File: config.mk
export PLATFORM = sky130hd
export DESIGN_NAME = muldiv_control
export DESIGN_NICKNAME = d
export VERILOG_FILES = /design/src/rtl/muldiv_pkg.sv /design/src/rtl/muldiv_control_booth4_decode.sv /design/src/rtl/muldiv_control.sv
export SDC_FILE = /design/constraint.sdc
export NUM_CORES = 1
export LEC_CHECK = 0
export ABC_AREA = 1
export BUFFER_PORTS_ARGS = -buffer_cell sky130_fd_sc_hd__buf_2
export CAP_MARGIN = 20
export CORE_MARGIN = 10
export CORE_UTILIZATION = 45
export CTS_BUF_LIST = sky130_fd_sc_hd__clkbuf_16
export DETAILED_ROUTE_END_ITERATION = 6
export PLACE_DENSITY = 0.76
export RECOVER_POWER = 50
export SYNTH_ARGS = -nofsm -noshare
export SYNTH_HDL_FRONTEND = slang
export SYNTH_SLANG_ARGS = --single-unit
File: constraint.sdc
create_clock -name clock -period 2.3 [get_ports clock]
set_clock_uncertainty 0.15 [all_clocks]
set_input_delay 0.23 -clock clock [delete_from_list [all_inputs] [get_ports clock]]
set_output_delay 0.23 -clock clock [all_outputs]
set_load 0.02 [all_outputs]
File: src/rtl/muldiv_pkg.sv
// Shared types and constants for the iterative multiply/divide sequencer.
package muldiv_pkg;

    typedef enum logic [2:0] {
        S_IDLE,
        S_LOAD,
        S_RUN,
        S_FIX,
        S_DONE
    } state_t;

    localparam logic MODE_MUL = 1'b0;
    localparam logic MODE_DIV = 1'b1;

    // Radix-4 Booth windows {b[2i+1], b[2i], b[2i-1]}
    localparam logic [2:0] BOOTH_Z0  = 3'b000;
    localparam logic [2:0] BOOTH_P1A = 3'b001;
    localparam logic [2:0] BOOTH_P1B = 3'b010;
    localparam logic [2:0] BOOTH_P2  = 3'b011;
    localparam logic [2:0] BOOTH_M2  = 3'b100;
    localparam logic [2:0] BOOTH_M1A = 3'b101;
    localparam logic [2:0] BOOTH_M1B = 3'b110;
    localparam logic [2:0] BOOTH_Z1  = 3'b111;

endpackage

File: src/rtl/muldiv_control_booth4_decode.sv
// Radix-4 Booth window decoder: selects +-M / +-2M / 0 for one step.
module booth4_decode
    import muldiv_pkg::*;
(
    input  logic [2:0] booth_bits,
    output logic       add,
    output logic       sub,
    output logic       shift_multiplicand
);

    always_comb begin
        add                = 1'b0;
        sub                = 1'b0;
        shift_multiplicand = 1'b0;
        case (booth_bits)
            BOOTH_P1A, BOOTH_P1B: add = 1'b1;
            BOOTH_P2: begin
                add                = 1'b1;
                shift_multiplicand = 1'b1;
            end
            BOOTH_M2: begin
                sub                = 1'b1;
                shift_multiplicand = 1'b1;
            end
            BOOTH_M1A, BOOTH_M1B: sub = 1'b1;
            default: ;
        endcase
    end

endmodule

File: src/rtl/muldiv_control.sv
// Sequencer for Booth radix-4 multiply and non-restoring divide.
// Emits per-cycle datapath strobes plus a start/ready/done handshake.
module muldiv_control
    import muldiv_pkg::*;
#(
    parameter  int WIDTH   = 32,
    localparam int COUNT_W = $clog2(WIDTH) + 1
) (
    input  logic               clock,
    input  logic               reset_n,
    input  logic               start,
    input  logic               mode,
    input  logic               div_zero,
    input  logic [2:0]         booth_bits,
    input  logic               rem_sign,
    output logic               load,
    output logic               add,
    output logic               sub,
    output logic               shift_multiplicand,
    output logic               shift_product,
    output logic               quot_bit,
    output logic               busy,
    output logic               ready,
    output logic               done,
    output logic               err,
    output logic [COUNT_W-1:0] count
);

    if (WIDTH < 4 || (WIDTH % 2) != 0) begin : g_bad_width
        $error("muldiv_control: WIDTH must be even and >= 4");
    end

    localparam logic [COUNT_W-1:0] MUL_LAST = COUNT_W'(WIDTH / 2 - 1);
    localparam logic [COUNT_W-1:0] DIV_LAST = COUNT_W'(WIDTH - 1);

    state_t             state_q;
    state_t             state_d;
    logic               mode_q;
    logic               dz_q;
    logic               err_q;
    logic [COUNT_W-1:0] count_q;
    logic               at_last;
    logic               b_add;
    logic               b_sub;
    logic               b_sm;

    assign at_last = count_q == ((mode_q == MODE_DIV) ? DIV_LAST : MUL_LAST);

    booth4_decode u_booth (
        .booth_bits         (booth_bits),
        .add                (b_add),
        .sub                (b_sub),
        .shift_multiplicand (b_sm)
    );

    always_comb begin
        state_d            = state_q;
        load               = 1'b0;
        add                = 1'b0;
        sub                = 1'b0;
        shift_multiplicand = 1'b0;
        shift_product      = 1'b0;
        quot_bit           = 1'b0;
        done               = 1'b0;
        unique case (state_q)
            S_IDLE: begin
                if (start) state_d = S_LOAD;
            end
            S_LOAD: begin
                load    = 1'b1;
                state_d = (mode_q == MODE_DIV && dz_q) ? S_DONE : S_RUN;
            end
            S_RUN: begin
                shift_product = 1'b1;
                if (mode_q == MODE_MUL) begin
                    add                = b_add;
                    sub                = b_sub;
                    shift_multiplicand = b_sm;
                end else begin
                    add      = rem_sign;
                    sub      = !rem_sign;
                    quot_bit = !rem_sign;
                end
                if (at_last)
                    state_d = (mode_q == MODE_MUL) ? S_DONE : S_FIX;
            end
            S_FIX: begin
                // Restore a negative final remainder
                add     = rem_sign;
                state_d = S_DONE;
            end
            S_DONE: begin
                done    = 1'b1;
                state_d = S_IDLE;
            end
            default: state_d = S_IDLE;
        endcase
    end

    assign busy  = state_q != S_IDLE;
    assign ready = state_q == S_IDLE;
    assign err   = done & err_q;
    assign count = count_q;

    always_ff @(posedge clock or negedge reset_n) begin
        if (!reset_n) state_q <= S_IDLE;
        else          state_q <= state_d;
    end

    always_ff @(posedge clock or negedge reset_n) begin
        if (!reset_n) begin
            mode_q  <= MODE_MUL;
            dz_q    <= 1'b0;
            err_q   <= 1'b0;
            count_q <= '0;
        end else begin
            if (state_q == S_IDLE && start) begin
                mode_q  <= mode;
                dz_q    <= div_zero & (mode == MODE_DIV);
                err_q   <= 1'b0;
                count_q <= '0;
            end
            if (state_q == S_LOAD)
                err_q <= (mode_q == MODE_DIV) && dz_q;
            // Hold at the terminal step instead of wrapping
            if (state_q == S_RUN && !at_last)
                count_q <= count_q + 1'b1;
        end
    end

endmodule

==> metrics.cfg <==
[status]
outcome=finished clean

[synth]
ys_ff_latch=12
syn_inst=105
synth_cell_types=22
avgSynthCellArea_sq_um=7.11
syn-num-nets=115
seq_area_frac_synth=0.402
syn_area_sq_um=747
synth_warnings=0

[power_and_ir_drop]
ir_drop_mv=0.706
leakagePower_nw=0.538
power.density_mw_per_mm2=1270

[global_route]
grt_overflow=0
grt_antenna_before_repair=0
grt_max_degree=13
grt_pass1_wl_um=3130
gr-usage-all-layers=0.111
grt_pass1_vias=752

[layout]
drive_gt1_frac=0.248
num_antenna_cells=0
fill_cells=153
area_delta_synth_final_pct=28.0
multiInputGateArea_sq_um=375
fin_cells=149
final-seq-area_sq_um=300
fin_nets=145
design_area_sq_um=956

[detailed_routing]
drc=0
first_pass_iters=4
dr_total_vias=754
drtIter0Drc=15
totalWireLength_um=1910
wl_per_cell_um=12.8
drtAntennaViolNets=0
vias_per_cell=5.06

[clocking]
cts_max_level=1
ctsResizeCount=0
cts.sink_count=12
cts_buffers=3
clock_latency_ns=0.24
clockBufferDepth=2
cts_tree=yes
cts_root_buffer=clkbuf_16
clkTransAtPathRegs_ns=0.04

[timing]
worst_pin_slew_ns=0.645
fin_crit_ns=1.84
fmax_mhz=544
setup_viol=0
setup_tns_ns=0
timing.final.hold_violations=0
setup_ws_ns=0.462
max_slew_margin=0.570
fin_crit_sh=0.799
rsz0062_at_grt=false
report.final.slew_viol_count=0

[floorplan]
row_count=14
io_pins=25
initial_core_util=0.485
dieArea_sq_mm=0.00369
chipHeight_um=60.7
core_area_sq_mm=0.00154
die_x_um=60.7

[setup_path]
arrival_ns=1.46
cp_max_fo=4
crit_path_end_kind=primary output
worst_setup_path_start_kind=register
critPathRequiredTime_ns=1.92
critPathKind=register to primary output

[placement]
place_ws_ns=0.699
placed_cell_area_sq_um=887
dp_hpwl_um=1550
place_inst=145
routabilityCongestion=0.825
port_buffers=24

[run]
cap_violations=0

[hold_path]
hold_path_class=primary input to register

cell type report:
cell class                      instances  area share
Multi-Input combinational cell         76       0.393
Sequential cell                        12       0.314
Clock buffer                            3      0.0785
Inverter                               17      0.0668
Tap cell                               16      0.0209
Timing Repair Buffer                   25       0.127
synth_stat cells:
master | number | area share
nand2_1 | 29 | 0.15
nand3_1 | 15 | 0.10
dfrtp_1 | 12 | 0.40
inv_1 | 10 | 0.050
nor2_1 | 9 | 0.045
inv_2 | 7 | 0.035
nor2_2 | 3 | 0.025
xor2_1 | 3 | 0.035
nand3_2 | 2 | 0.027
nor3_1 | 2 | 0.013
o21ai_0 | 2 | 0.013
a21oi_1 | 1 | 0.0067
and2_1 | 1 | 0.0084
ha_1 | 1 | 0.017
nand2_2 | 1 | 0.0084
nor3_2 | 1 | 0.013
nor4_1 | 1 | 0.0084
o211ai_1 | 1 | 0.010
o21a_1 | 1 | 0.010
o21ai_1 | 1 | 0.0067
o31ai_1 | 1 | 0.010
or2_2 | 1 | 0.0084
critical path, stage by stage (launching register included):
cell and delay [ns]:
dfrtp_1 0.40, inv_2 0.09, nand3_2 0.13, nor2_1 0.24
nand3_1 0.09, o21ai_0 0.08, buf_2 0.18
registers in the layout, summed over array words and instances (netlist names):
register  cells
state_q       3
err_q         1
count         6
mode_q        1
dz_q          1
report_power, final:
part           switching (mW)  leakage, nW  internal [mW]
Combinational           0.374        0.342          0.169
Clock                  0.0862       0.0370          0.226
Sequential             0.0769        0.159          0.279
cell families after synthesis:
group / Yosys count / share of synthesized area
simple gates: 65 / 0.404
buf+inv: 17 / 0.0854
flops: 12 / 0.402
compound gates: 7 / 0.0570
xor+xnor: 3 / 0.0352
fa+ha+maj: 1 / 0.0167
metrics by stage:
step           power [mW]  hold slack (ns)   util
3_3_place_gp        0.906          -0.0310  0.575
5_1_grt              1.30           0.0922  0.620
6_report             1.21           0.0664  0.620
2_1_floorplan       0.748           -0.216      -
4_1_cts              1.24           0.0671  0.631
3_5_place_dp        0.920          -0.0280  0.575
per-layer routing:
metal / global-route usage / up-vias / wire [um]
met4: 0.0470 / 0 / 30
met3: 0.0480 / 4 / 195
met1: 0.115 / 333 / 811
met5: 0 / - / 0
li1: - / 389 / -
met2: 0.189 / 28 / 874
cell usage in the layout, fill, tap and decap left out, drive strengths merged:
cell type / count
nand3: 17
o31ai: 1
nor2: 12
buf: 17
o211ai: 1
xor2: 3
dlygate4sd3: 1
a21oi: 1
o21a: 1
clkbuf: 10
or2: 1
dfrtp: 12
nand2: 30
o21ai: 3
ha: 1
nor3: 3
and2: 1
inv: 17
nor4: 1
path summary, 6_finish.rpt:
| kind | from | end | slack, ns | cells after the start |
|---|---|---|---|---|
| worst max-delay path | state_q[2] | sub | 0.46 | 6 |
| min in group asynchronous | reset_n | count[2] | 0.38 | 2 |
| max in group asynchronous | reset_n | mode_q | 1.21 | 2 |
| worst max register to register | state_q[1] | count[3] | 0.76 | 6 |
| worst min register to register | dz_q | dz_q | 0.36 | 2 |
| worst min-delay path | mode | mode_q | 0.07 | 3 |
what timing repair did:
action                    4_1_cts  5_1_grt
hold endpoints to repair       12        0
hold buffers                    1        0
buffers inserted                0        0
Power figures use the tool's default switching activity.
